--- config.mk ---
export PLATFORM = sky130hd
export DESIGN_NAME = toggle_cover_collector_flat
export DESIGN_NICKNAME = d
export VERILOG_FILES = /design/src/rtl/toggle_cover_collector_if.sv /design/src/rtl/toggle_cover_collector.sv /design/src/flat_wrapper.sv
export SDC_FILE = /design/constraint.sdc
export NUM_CORES = 1
export LEC_CHECK = 0
export BUFFER_PORTS_ARGS = -buffer_cell sky130_fd_sc_hd__buf_2
export CORE_UTILIZATION = 52
export DETAILED_ROUTE_END_ITERATION = 12
export HOLD_SLACK_MARGIN = 0.15
export PLACE_DENSITY = 0.77
export SETUP_SLACK_MARGIN = 0.4
export SYNTH_ARGS = -nofsm -noshare
export SYNTH_HDL_FRONTEND = slang
export SYNTH_SLANG_ARGS = --single-unit
--- constraint.sdc ---
create_clock -name clock -period 5.84 [get_ports clock]
set_clock_uncertainty 0.05 [all_clocks]
set_input_delay 0.292 -clock clock [delete_from_list [all_inputs] [get_ports clock]]
set_output_delay 0.292 -clock clock [all_outputs]
set_load 0.005 [all_outputs]
--- src/rtl/toggle_cover_collector_if.sv ---
// Newly-covered point stream: one global cover index per transfer,
// handshaked with out_valid/out_ready.
interface toggle_cover_collector_if #(
  parameter int IDX_W = 64
);

  logic             out_valid;
  logic             out_ready;
  logic [IDX_W-1:0] out_index;

  // Collector side drives the index stream.
  modport master (
    output out_valid,
    output out_index,
    input  out_ready
  );

  // Aggregator side accepts the index stream.
  modport slave (
    input  out_valid,
    input  out_index,
    output out_ready
  );

endinterface

--- src/rtl/toggle_cover_collector.sv ---
// Toggle-coverage collector: records each cover point of a WIDTH-bit signal
// once (sticky), streams each newly covered point's global index lowest
// first over a valid/ready port, and keeps a running hit count.
module toggle_cover_collector #(
  parameter int WIDTH       = 62,
  parameter int COVER_INDEX = 0,
  parameter int COVER_TOTAL = 8940,
  parameter int MODE        = 0,
  parameter int IDX_W       = 64,
  localparam int NPOINTS    = (MODE == 0) ? WIDTH : 2 * WIDTH,
  localparam int CNT_W      = $clog2(NPOINTS + 1)
) (
  input  logic                           clock,
  input  logic                           reset,
  input  logic                           enable,
  input  logic [WIDTH-1:0]               valid,
  input  logic                           clear,
  toggle_cover_collector_if.master       cov,
  output logic [CNT_W-1:0]               hit_count,
  output logic                           all_covered
);

  localparam int PT_W = (NPOINTS > 1) ? $clog2(NPOINTS) : 1;

  // Output stage states (EMPTY: nothing presented, FULL: index presented).
  localparam logic [0:0] EMPTY = 1'b0;
  localparam logic [0:0] FULL  = 1'b1;

  // Elaboration-time parameter sanity checks.
  if (WIDTH < 1 || WIDTH > 1024) begin : g_bad_width
    $error("toggle_cover_collector: WIDTH must be in 1..1024");
  end
  if (MODE != 0 && MODE != 1) begin : g_bad_mode
    $error("toggle_cover_collector: MODE must be 0 or 1");
  end
  if (COVER_INDEX + NPOINTS > COVER_TOTAL) begin : g_bad_range
    $error("toggle_cover_collector: COVER_INDEX + NPOINTS exceeds COVER_TOTAL");
  end

  logic [NPOINTS-1:0] hit;
  logic [NPOINTS-1:0] fresh;
  logic [NPOINTS-1:0] covered;
  logic [NPOINTS-1:0] pending;
  logic [NPOINTS-1:0] pending_nxt;
  logic [CNT_W-1:0]   fresh_cnt;
  logic [PT_W-1:0]    sel;
  logic               sel_any;
  logic               load;
  logic [0:0]         state;
  logic [IDX_W-1:0]   index_q;

  if (MODE == 0) begin : g_level
    // Level mode: point i is hit whenever bit i is sampled high.
    always_comb begin
      hit = enable ? valid : '0;
    end
  end else begin : g_toggle
    logic [WIDTH-1:0] prev;
    logic             prev_ok;

    // Previous-sample history, tracked regardless of enable/clear so that
    // re-enabling never sees a stale edge and the first cycle sees none.
    always_ff @(posedge clock or posedge reset) begin
      if (reset) begin
        prev    <= '0;
        prev_ok <= 1'b0;
      end else begin
        prev    <= valid;
        prev_ok <= 1'b1;
      end
    end

    // Toggle mode: even point = rise of bit i, odd point = fall of bit i.
    always_comb begin
      hit = '0;
      for (int unsigned i = 0; i < WIDTH; i++) begin
        hit[2*i]   = enable & prev_ok &  valid[i] & ~prev[i];
        hit[2*i+1] = enable & prev_ok & ~valid[i] &  prev[i];
      end
    end
  end

  // First-hit filter and population count of newly covered points.
  always_comb begin
    fresh     = hit & ~covered;
    fresh_cnt = '0;
    for (int unsigned i = 0; i < NPOINTS; i++) begin
      fresh_cnt = fresh_cnt + CNT_W'(fresh[i]);
    end
  end

  // Lowest-set-bit priority encoder over the registered pending set only.
  always_comb begin
    sel     = '0;
    sel_any = |pending;
    for (int unsigned i = 0; i < NPOINTS; i++) begin
      if (pending[NPOINTS-1-i]) begin
        sel = PT_W'(NPOINTS - 1 - i);
      end
    end
  end

  // Output register may reload when empty or when the current index leaves.
  always_comb begin
    load        = ((state == EMPTY) || cov.out_ready) && sel_any;
    pending_nxt = pending | fresh;
    if (load) begin
      pending_nxt[sel] = 1'b0;
    end
  end

  // Sticky coverage map, pending set and hit count; clear beats any hit.
  always_ff @(posedge clock or posedge reset) begin
    if (reset) begin
      covered   <= '0;
      pending   <= '0;
      hit_count <= '0;
    end else if (clear) begin
      covered   <= '0;
      pending   <= '0;
      hit_count <= '0;
    end else begin
      covered   <= covered | fresh;
      pending   <= pending_nxt;
      hit_count <= hit_count + fresh_cnt;
    end
  end

  // Output stage: present the next pending index, hold it while stalled.
  always_ff @(posedge clock or posedge reset) begin
    if (reset) begin
      state   <= EMPTY;
      index_q <= '0;
    end else if (clear) begin
      state   <= EMPTY;
    end else if (load) begin
      state   <= FULL;
      index_q <= IDX_W'(COVER_INDEX) + IDX_W'(sel);
    end else if ((state == FULL) && cov.out_ready) begin
      state   <= EMPTY;
    end
  end

  // Output drive and full-coverage flag.
  always_comb begin
    cov.out_valid = (state == FULL);
    cov.out_index = index_q;
    all_covered   = (hit_count == CNT_W'(NPOINTS));
  end

endmodule

--- src/flat_wrapper.sv ---
// flat-port wrapper written by rule: the top's interface ports become plain ports
module toggle_cover_collector_flat 
#(
  parameter int WIDTH       = 62,
  parameter int COVER_INDEX = 0,
  parameter int COVER_TOTAL = 8940,
  parameter int MODE        = 0,
  parameter int IDX_W       = 64,
  localparam int NPOINTS    = (MODE == 0) ? WIDTH : 2 * WIDTH,
  localparam int CNT_W      = $clog2(NPOINTS + 1)
)
  (clock, reset, enable, valid, clear, hit_count, all_covered, cov_out_valid, cov_out_index, cov_out_ready);
  toggle_cover_collector_if #(.IDX_W(IDX_W)) cov_i ();
  input  logic clock;
  input  logic reset;
  input  logic enable;
  input  logic [WIDTH-1:0] valid;
  input  logic clear;
  output logic [CNT_W-1:0] hit_count;
  output logic all_covered;
  output wire logic [$bits(cov_i.out_valid)-1:0] cov_out_valid;
  output wire logic [$bits(cov_i.out_index)-1:0] cov_out_index;
  input wire logic [$bits(cov_i.out_ready)-1:0] cov_out_ready;
  assign cov_out_valid = cov_i.out_valid;
  assign cov_out_index = cov_i.out_index;
  assign cov_i.out_ready = cov_out_ready;
  toggle_cover_collector #(.WIDTH(WIDTH), .COVER_INDEX(COVER_INDEX), .COVER_TOTAL(COVER_TOTAL), .MODE(MODE), .IDX_W(IDX_W)) u_core (.clock(clock), .reset(reset), .enable(enable), .valid(valid), .clear(clear), .cov(cov_i), .hit_count(hit_count), .all_covered(all_covered));
endmodule
==> run_results.csv, run 1 <==
group,metric,value,unit
drt,drt_iter0_drc,722,
final_layout,multi_input_area,0.00469,mm²
worst_setup_path,crit_type,"flip-flop to flip-flop",
global_route,antenna_found_initial,0,
synthesis,yosys_warnings,0,
worst_setup_path,cp_max_fo,2,
min_path,min_path_type,"primary input to flip-flop",
timing,clock.fmax,0.165,GHz
final_layout,fill_cells,1199,
synthesis,ys_ff_latch,137,
synthesis,synth_top_area_cell,"dfrtp_1",
place,placed_cell_area,0.00953,mm²
clock_tree,cts_buffers,17,
min_path,worstHoldStart,"valid[43]",
synthesis,synth_ff_type,"dfrtp_1",
clock_tree,htreeDepth,4,
floorplanning,dieHeight,131,µm
place,place.gp.congestion,0.933,
timing,report.final.slew_viol_count,0,
final_layout,regArea,0.00343,mm²
synthesis,ys_top_cells_by_area,"dfrtp_1 (39%), fa_1 (12%), nor2_1 (6.4%)",
drt,remaining_drc_errors,0,
floorplanning,die_width,131,µm
place,pre_cts_ws,-0.597,ns
synthesis,synth_area,0.00871,mm²
clock_tree,clkTransAtPathRegs,0.06,ns
outcome,failed_checks,"negative setup slack",
run,max_cap_violations,0,
drt,firstDrtPassIters,5,
final_layout,final_cell_count_no_fill,1325,
place,dpl.cell_count,1223,
final_layout,final_common_cell,"nor2_1",
timing,worst_slack,-0.215,ns
power,p_leak,5.22,nW
floorplanning,start_util,54.1,%
drt,vias,7575,
global_route,grt_pass1_wl,39.7,mm
clock_tree,cts-root-buf,"clkbuf_16",
worst_setup_path,worstSetupStartpointType,"flip-flop",
synthesis,syn_inst,899,
synthesis,avgSynthCellArea,9.69,µm²
synthesis,netlist.area_leader.share,39.4,%
timing,hold_ws,0.221,ns
clock_tree,clk_path_buf_depth,2,
final_layout,layout.nets,1240,
clock_tree,cts_tree,"done",
final_layout,n_antenna_cell,0,
final_layout,drive_gt1_share,20.5,%
timing,period_share,104,%
final_layout,area_growth,24.6,%
final_layout,design_area,0.0109,mm²
synthesis,ys_seq_area_share,39.4,%
timing,hold_violations,0,
power,pwr_density_cell,575,mW/mm²
worst_setup_path,r2r_start,"u_core.covered[0]$_DFF_PP0_",
synthesis,async_flop_share,100,%
clock_tree,clkLatencyLatePin,0.42,ns
floorplanning,num_rows,46,
global_route,grt_max_degree,74,
global_route,grt_usage,29.7,%
timing,min_period,6.06,ns
power,power,6.24,mW
drt,detail-route-antenna-nets,0,
drt,via_per_inst,5.72,
place,port-buffer-count,80,
outcome,outcome,"finished with violations",
worst_setup_path,crit_required,6.07,ns
timing,setup_violations,4,
worst_setup_path,crit_path_start,"u_core.covered[0]$_DFF_PP0_",
timing,slew_headroom,33.3,%
timing,tightestPinTransition,0.993,ns
final_layout,final_cell_mix,"nor2_1 (146), dfrtp_1 (137), buf_2 (78), inv_1 (74), a21oi_1 (74)",
place,dpl.hpwl,16.6,mm
floorplanning,core_area,0.0161,mm²
power,ir_drop,1.04,mV
floorplanning,boundaryPins,139,
drt,avgRoutedWirePerCell,18.6,µm
worst_setup_path,worstPathArrival,6.29,ns
synthesis,synth.distinct_cells,70,
drt,wirelength,24.6,mm
clock_tree,cts.sinks,137,
floorplanning,dieArea,0.0173,mm²
global_route,grt_overflow,0,
global_route,first_global_vias,7659,
synthesis,synth_edf_count,0,
timing,grt_setup_unrepaired,"true",
worst_setup_path,critPathCaptureType,"flip-flop",
[area by class of cell]
type | instances | share of cell area (%)
clock buffers | 25 | 4.38
well taps | 216 | 2.49
repair buffers | 216 | 14.7
inverters | 81 | 2.85
clock inverters | 7 | 0.853
multi-input cells | 643 | 43.2
flip-flops and latches | 137 | 31.6
[cells in the mapped netlist, drive strengths merged, types with 3 or more instances]
library cell  number
buf               69
a311oi             5
a211oi            26
and2               3
o21ai             13
ha                24
nor2             148
a221oi            25
nor3b              3
xnor2              8
clkbuf            26
fa                53
dfrtp            137
nand2             34
a21o              13
o31ai              3
nand4              3
inv               81
nand3              5
nor3              16
nor2b             10
or4               13
o211ai             5
nand2b             5
nor4              17
nand3b            35
a21oi             77
o211a              3
a31oi             10
[per-layer routing]
metal  share of wire [%]  GRT usage, %  routed length (µm)  up-vias
met3                 8.1          7.14                2000       67
li1                    -             -                   -     3397
met5                   0             0                   0        -
met2                  48          48.5               11900      397
met1                  40          37.3                9790     3714
met4                 3.6          13.9                 893        0
[per-stage QoR]
| step | utilization [%] | TNS (ns) |
|---|---|---|
| CTS | 67.1 | -0.344 |
| detailed placement | 59.2 | -2.35 |
| global route | 67.4 | -1.22 |
| global placement | 59.2 | -1.46 |
| finish | 67.4 | -0.648 |
| floorplan | - | -0.0693 |
[flip-flops by register name, indices dropped and copies added (netlist names)]
register              flops
u_core.cov.out_index      6
u_core.covered           62
u_core.pending           62
u_core.hit_count          6
u_core.cov.out_valid      1
[worst max-delay path: stages (launching register included)]
cell and delay (ns):
dfrtp_1 0.40, nor2_4 0.07, ha_4 0.26, inv_2 0.04, fa_1 0.60, fa_2 0.47, fa_2 0.55, fa_2 0.44
fa_2 0.55, fa_2 0.44, fa_1 0.47, fa_1 0.52, inv_2 0.05, ha_4 0.15, fa_2 0.35, a21oi_2 0.14
nor2_1 0.05, nor2_1 0.11, xor2_1 0.16, nor2_1 0.05
[logic make-up (layout without fill, tap and decap cells)]
kind of cell,count (synthesis),after routing,share of synthesized area (%)
fa+ha+maj,77,77,15.6
buf+inv,176,329,10.3
other cells,1,58,0.0430
mux,1,1,0.129
xor+xnor,9,9,0.905
simple gates,301,301,18.0
compound gates,197,197,15.7
flops,137,137,39.4
[report_power, final]
part           internal [mW]  total, mW  leakage (nW)  switching [mW]
clock network          0.650       1.05         0.279           0.404
logic                   2.08       4.04          3.14            1.96
registers               1.06       1.14          1.80          0.0815
[final timing paths]
kind / end / slack (ns) / depth (start not counted)
min reg2reg: u_core.cov.out_index[0]$_DFFE_PP0P_ / 0.42 / 2
max: u_core.hit_count[4]$_DFF_PP0_ / -0.22 / 19
max in group asynchronous: u_core.covered[31]$_DFF_PP0_ / 3.97 / 4
min: u_core.pending[43]$_DFF_PP0_ / 0.22 / 3
min in group asynchronous: u_core.covered[7]$_DFF_PP0_ / 0.49 / 3
max reg2reg: u_core.hit_count[4]$_DFF_PP0_ / -0.22 / 19
[repair_timing]
action                                 4_1_cts  5_1_grt
setup buffers                                4        3
endpoints found under the hold margin      134        0
pin swaps                                    5        1
hold buffers                                63        0
setup endpoints to repair                    5        6
resized for setup                           15        5
Power figures use the tool's default switching activity.
==> run 2: changes to the inputs <==
==> constraint.sdc (replaced) <==
create_clock -name clock -period 5.45 [get_ports clock]
set_clock_uncertainty 0.05 [all_clocks]
set_input_delay 0.2725 -clock clock [delete_from_list [all_inputs] [get_ports clock]]
set_output_delay 0.2725 -clock clock [all_outputs]
set_load 0.005 [all_outputs]
==> run 2 against run 1 <==
Net effect: the run still ends with negative setup slack left; combinational power rose by 2%; final area rose by 0.98%; register-to-register slack got worse by 0.38 ns; non-clock buffer count rose by 4; sequential power rose by 8%; hold slack got worse by 0.041 ns; wire length fell by 2.2%; fmax rose by 0.16%; clock power rose by 21%; global-route usage fell by 0.43 points; sequential cell count did not move.
==> run_results.csv, run 2 (same netlist as run 1, synthesis figures left out) <==
group,metric,value,unit
worst_setup_path,cpMaxStageDelayCell,"fa_2",
timing,worst_slack,-0.596,ns
final_layout,drive_gt1_share,20.7,%
clock_tree,cts.sinks,137,
power,ir_drop,0.965,mV
final_layout,final_common_cell,"nor2_1",
timing,setup_violations,5,
global_route,grt_pass1_wl,38.9,mm
place,placed_cell_area,0.00959,mm²
final_layout,fill_cells,1214,
final_layout,layout.nets,1244,
floorplanning,boundaryPins,139,
worst_setup_path,critical-path-top-delay-family,"adder cells",
outcome,outcome,"finished with violations",
worst_setup_path,critPathCaptureType,"flip-flop",
drt,avgRoutedWirePerCell,18.1,µm
timing,hold_ws,0.180,ns
place,place.gp.congestion,0.898,
timing,tightestPinTransition,1.06,ns
run,max_cap_violations,0,
worst_setup_path,cp_max_fo,2,
worst_setup_path,crit_type,"flip-flop to flip-flop",
clock_tree,cts_tree,"done",
global_route,first_global_vias,7507,
timing,period_share,111,%
global_route,grt_overflow,0,
clock_tree,clkTransAtPathRegs,0.06,ns
worst_setup_path,cp_cell_sequence,"nor2_2, ha_1, inv_2, fa_1, fa_1, fa_1, fa_2, fa_1, fa_1, fa_1, fa_1, inv_2, ha_4, fa_2, a21oi_2, nor2_1, nor2_1, xor2_1, nor2_1",
clock_tree,cts_buffers,17,
timing,grt_setup_unrepaired,"true",
clock_tree,htreeDepth,4,
timing,min_period,6.05,ns
place,dpl.cell_count,1224,
place,pre_cts_ws,-0.788,ns
drt,remaining_drc_errors,0,
drt,via_per_inst,5.66,
global_route,grt_max_degree,77,
floorplanning,num_rows,46,
floorplanning,die_width,131,µm
final_layout,final_cell_count_no_fill,1330,
worst_setup_path,crit_top_cell,"fa_1",
floorplanning,core_area,0.0161,mm²
place,dpl.hpwl,16.7,mm
clock_tree,clkLatencyLatePin,0.44,ns
drt,wirelength,24.1,mm
floorplanning,dieHeight,131,µm
drt,vias,7530,
floorplanning,start_util,54.1,%
drt,drt_iter0_drc,853,
final_layout,utilization,68.0,%
floorplanning,dieArea,0.0173,mm²
final_layout,area_growth,25.8,%
timing,report.final.slew_viol_count,0,
clock_tree,cts-root-buf,"clkbuf_16",
worst_setup_path,worstPathArrival,6.28,ns
timing,hold_violations,0,
min_path,min_path_type,"primary input to flip-flop",
final_layout,top_regs,"u_core.covered x62, u_core.pending x62",
clock_tree,clk_path_buf_depth,2,
drt,firstDrtPassIters,5,
final_layout,final_cell_mix,"nor2_1 (144), dfrtp_1 (137), buf_2 (78), inv_1 (76), buf_4 (75)",
worst_setup_path,crit_required,5.69,ns
power,p_leak,5.28,nW
worst_setup_path,cpPeakStageDelay,0.56,ns
timing,clock.fmax,0.165,GHz
global_route,grt_usage,29.3,%
worst_setup_path,worstSetupStartpointType,"flip-flop",
place,port-buffer-count,80,
worst_setup_path,crit_buf_inv,2,
timing,slew_headroom,28.7,%
drt,detail-route-antenna-nets,0,
power,pwr_density_cell,603,mW/mm²
outcome,failed_checks,"negative setup slack",
final_layout,design_area,0.0110,mm²
global_route,antenna_found_initial,0,
==> run 2: tightest hold or removal path, stage by stage <==
cell and delay [ns]:
buf_2 0.10, nand3b_1 0.14, a221oi_1 0.10
==> run 2: what timing repair did <==
action | in CTS | in global routing
gates resized for setup | 4 | 5
pin swaps | 7 | 5
hold buffers | 63 | 0
endpoints found under the setup margin | 6 | 6
setup buffers | 7 | 3
endpoints found under the hold margin | 137 | 0
==> run 2: per-layer routing <==
layer	vias to the layer above	global-route usage, %	share of wire (%)
met4	0	12.8	3.6
li1	3410	-	-
met2	362	46.4	48
met1	3685	37.9	40
met3	73	7.75	8.1
met5	-	0	0
==> run 2: final timing paths <==
check	start	depth (start not counted)	slack, ns	endpoint
min	valid[43]	3	0.18	u_core.pending[43]$_DFF_PP0_
max reg2reg	u_core.covered[1]$_DFF_PP0_	19	-0.60	u_core.hit_count[4]$_DFF_PP0_
min in group asynchronous	reset	3	0.44	u_core.covered[5]$_DFF_PP0_
max in group asynchronous	reset	4	3.58	u_core.pending[11]$_DFF_PP0_
min reg2reg	u_core.cov.out_index[0]$_DFFE_PP0P_	2	0.42	u_core.cov.out_index[0]$_DFFE_PP0P_
max	u_core.covered[1]$_DFF_PP0_	19	-0.60	u_core.hit_count[4]$_DFF_PP0_
==> run 2: metrics by stage <==
| stage | TNS (ns) | power [mW] |
|---|---|---|
| 2_1_floorplan | -1.32 | 3.75 |
| 3_3_place_gp | -2.72 | 4.74 |
| 3_5_place_dp | -3.51 | 4.82 |
| 4_1_cts | -2.15 | 6.49 |
| 5_1_grt | -3.16 | 7.08 |
| 6_report | -2.29 | 6.61 |
==> run 2: final cells by class <==
type | instances | area [µm²] | share of cell area [%]
Timing Repair Buffer | 220 | 1660 | 15.1
Clock inverter | 12 | 198 | 1.80
Sequential cell | 137 | 3430 | 31.3
Clock buffer | 20 | 447 | 4.07
Antenna cell | 1 | 2.50 | 0.0228
Inverter | 81 | 309 | 2.82
Tap cell | 216 | 270 | 2.47
Multi-Input combinational cell | 643 | 4650 | 42.4
==> run 2: report_power, final <==
part,internal [mW],switching [mW],total (mW)
Sequential,1.14,0.0867,1.23
Clock,0.822,0.448,1.27
Combinational,2.02,2.10,4.12
Total,3.98,2.63,6.61
==> run 3: changes to the inputs <==
--- a/config.mk
+++ b/config.mk
@@ -5,11 +5,11 @@
 export SDC_FILE = /design/constraint.sdc
 export NUM_CORES = 1
 export LEC_CHECK = 0
+export ABC_AREA = 1
 export BUFFER_PORTS_ARGS = -buffer_cell sky130_fd_sc_hd__buf_2
-export CORE_UTILIZATION = 52
+export CORE_UTILIZATION = 35
 export DETAILED_ROUTE_END_ITERATION = 12
 export HOLD_SLACK_MARGIN = 0.15
-export PLACE_DENSITY = 0.77
 export SETUP_SLACK_MARGIN = 0.4
 export SYNTH_ARGS = -nofsm -noshare
 export SYNTH_HDL_FRONTEND = slang
==> run 3 against run 2 <==
Net effect: the flow still finishes with violations (negative setup slack); critical path depth rose by 1; final cell count increased by 29%; area after synthesis increased by 4.0%; register-to-register slack improved by 0.11 ns; critical path type unchanged; sequential power about the same; global-route usage is 9.8 points lower; largest cell class unchanged.
==> run_results.csv, run 3 <==
group,metric,value,unit
worst_setup_path,critPathCaptureType,"flip-flop",
synthesis,synth.distinct_cells,27,
synthesis,synth.most_common_cell,"inv_1",
timing,setup_violations,5,
final_layout,drive_gt1_share,16.8,%
final_layout,area_growth,26.5,%
global_route,grt_usage,19.5,%
drt,remaining_drc_errors,0,
worst_setup_path,cp_max_fo,2,
power,p_seq_share,18.7,%
timing,report.final.slew_viol_count,0,
final_layout,top_regs,"u_core.covered x62, u_core.pending x62",
floorplanning,dieHeight,163,µm
timing,period_share,109,%
synthesis,syn_inst,1179,
synthesis,ys_top_cells_by_area,"dfrtp_1 (38%), fa_1 (12%), inv_1 (10%)",
power,switchingPower,2.67,mW
final_layout,fill_cells,2521,
power,power.clock.fraction,19.6,%
synthesis,netlist.area_leader.share,37.8,%
worst_setup_path,worstSetupStartpointType,"flip-flop",
global_route,grt_max_degree,76,
worst_setup_path,worstPathArrival,6.20,ns
drt,firstDrtPassIters,5,
clock_tree,clkTransAtPathRegs,0.06,ns
timing,min_period,5.94,ns
final_layout,layout.nets,1515,
power,power_report.internal_total,3.74,mW
synthesis,async_flop_share,100,%
clock_tree,cts_tree,"done",
clock_tree,clk_path_buf_depth,2,
clock_tree,clkLatencyLatePin,0.44,ns
synthesis,synth_common_cells,"inv_1 (248), nand2_1 (236), nor2_1 (138)",
synthesis,synth_edf_count,0,
floorplanning,dieArea,0.0265,mm²
floorplanning,die_width,163,µm
final_layout,final_common_cell,"inv_1",
final_layout,final_cell_mix,"inv_1 (235), nand2_1 (234), dfrtp_1 (137), nor2_1 (122), a21oi_1 (104)",
floorplanning,num_rows,58,
synthesis,yosys_warnings,0,
synthesis,avgSynthCellArea,7.69,µm²
final_layout,multi_input_area,0.00445,mm²
power,combinationalPowerShare,61.7,%
power,pwr_density_cell,560,mW/mm²
final_layout,design_area,0.0115,mm²
outcome,outcome,"finished with violations",
timing,slew_headroom,26.7,%
floorplanning,boundaryPins,139,
global_route,grt_pass1_wl,39.6,mm
place,placed_cell_area,0.0100,mm²
place,dpl.cell_count,1614,
floorplanning,core_area,0.0253,mm²
global_route,first_global_vias,7709,
run,max_cap_violations,0,
timing,worst_slack,-0.486,ns
global_route,grt_overflow,0,
final_layout,n_antenna_cell,0,
drt,wirelength,24.2,mm
drt,vias,7793,
synthesis,ys_ff_latch,137,
timing,clock.fmax,0.168,GHz
floorplanning,start_util,35.9,%
clock_tree,htreeDepth,4,
clock_tree,cts.sinks,137,
timing,grt_setup_unrepaired,"true",
place,port-buffer-count,80,
power,p_leak,6.19,nW
timing,tightestPinTransition,1.10,ns
timing,hold_violations,0,
min_path,min_path_type,"primary input to flip-flop",
drt,drt_iter0_drc,475,
drt,via_per_inst,4.55,
synthesis,synth_ff_type,"dfrtp_1",
outcome,failed_checks,"negative setup slack",
global_route,antenna_found_initial,0,
final_layout,regArea,0.00343,mm²
drt,avgRoutedWirePerCell,14.1,µm
place,dpl.hpwl,17.3,mm
synthesis,synth_top_area_cell,"dfrtp_1",
place,pre_cts_ws,-0.766,ns
synthesis,synth_area,0.00906,mm²
power,swShare,41.7,%
clock_tree,cts_buffers,17,
drt,detail-route-antenna-nets,0,
place,place.gp.congestion,0.835,
synthesis,ys_seq_area_share,37.8,%
power,ir_drop,0.854,mV
worst_setup_path,crit_required,5.71,ns
final_layout,final_cell_count_no_fill,1714,
worst_setup_path,crit_type,"flip-flop to flip-flop",
clock_tree,cts-root-buf,"clkbuf_16",
run 3: cell type report:
type	instances	share of cell area, %
clock inverter	11	1.47
inverter	250	8.23
timing repair buffer	213	13.9
clock buffer	21	4.02
tap	330	3.60
sequential	137	29.9
multi-input combinational	752	38.9
run 3: path summary, 6_finish.rpt:
| kind | startpoint | endpoint | slack [ns] | depth (start not counted) |
|---|---|---|---|---|
| hold / removal | valid[52] | u_core.pending[52]$_DFF_PP0_ | 0.24 | 5 |
| setup reg to reg | u_core.covered[0]$_DFF_PP0_ | u_core.hit_count[4]$_DFF_PP0_ | -0.49 | 20 |
| setup / recovery | u_core.covered[0]$_DFF_PP0_ | u_core.hit_count[4]$_DFF_PP0_ | -0.49 | 20 |
| min in group asynchronous | reset | u_core.covered[32]$_DFF_PP0_ | 0.47 | 3 |
| hold reg to reg | u_core.cov.out_index[3]$_DFFE_PP0P_ | u_core.cov.out_index[3]$_DFFE_PP0P_ | 0.45 | 2 |
| max in group asynchronous | reset | u_core.pending[6]$_DFF_PP0_ | 3.57 | 4 |
run 3: through the flow:
step	utilization, %	hold WS [ns]	power [mW]	setup TNS [ns]
after floorplan	-	0.362	3.61	-1.30
after global placement	39.8	0.407	4.64	-2.98
after detailed placement	39.8	0.398	4.70	-3.42
after CTS	45.1	0.228	6.22	-1.40
after global routing	45.4	0.255	7.00	-2.35
final	45.4	0.241	6.42	-1.65
run 3: timing repair:
action                     in CTS  in global routing
setup endpoints to repair       6                 11
hold endpoints to repair      137                  0
pin swaps                       7                  7
setup buffers                   3                  1
hold buffers                   64                  0
gates resized for setup        13                 28
run 3: logic make-up after synthesis:
logic type      count (synthesis)  synth area share (%)
buf+inv                       347                  17.1
fa+ha+maj                      77                  15.0
other cells                     1                0.0414
compound gates                127                  7.19
flops                         137                  37.8
simple gates                  485                  22.3
xor+xnor                        5                 0.483
run 3: power by group through the flow:
stage | clock network [mW] | registers, mW | logic, mW
after floorplan | 0 | 1.20 | 2.41
after global placement | 0 | 1.21 | 3.42
after detailed placement | 0 | 1.21 | 3.49
after CTS | 1.28 | 1.20 | 3.74
after global routing | 1.32 | 1.21 | 4.48
final | 1.26 | 1.20 | 3.96
run 3: worst max-delay path: stages (launching register included):
cell and delay, ns:
dfrtp_1 0.39, nor2_2 0.13, ha_1 0.23, inv_1 0.07, fa_1 0.43, fa_2 0.57, fa_1 0.44, fa_2 0.56
fa_2 0.44, fa_1 0.52, fa_1 0.44, fa_1 0.51, inv_2 0.05, ha_4 0.16, fa_2 0.33, nand2_1 0.08
inv_2 0.04, o21ai_1 0.11, nand2_1 0.09, o21ai_1 0.13, a21oi_1 0.06
run 3: per-layer routing:
metal  GRT usage (%)  routed length, µm  up-vias
met5               0                  0        -
li1                -                  -     3855
met2            31.5              11500      206
met4            6.03                435        0
met1            26.5              11300     3694
met3            3.31               1010       38
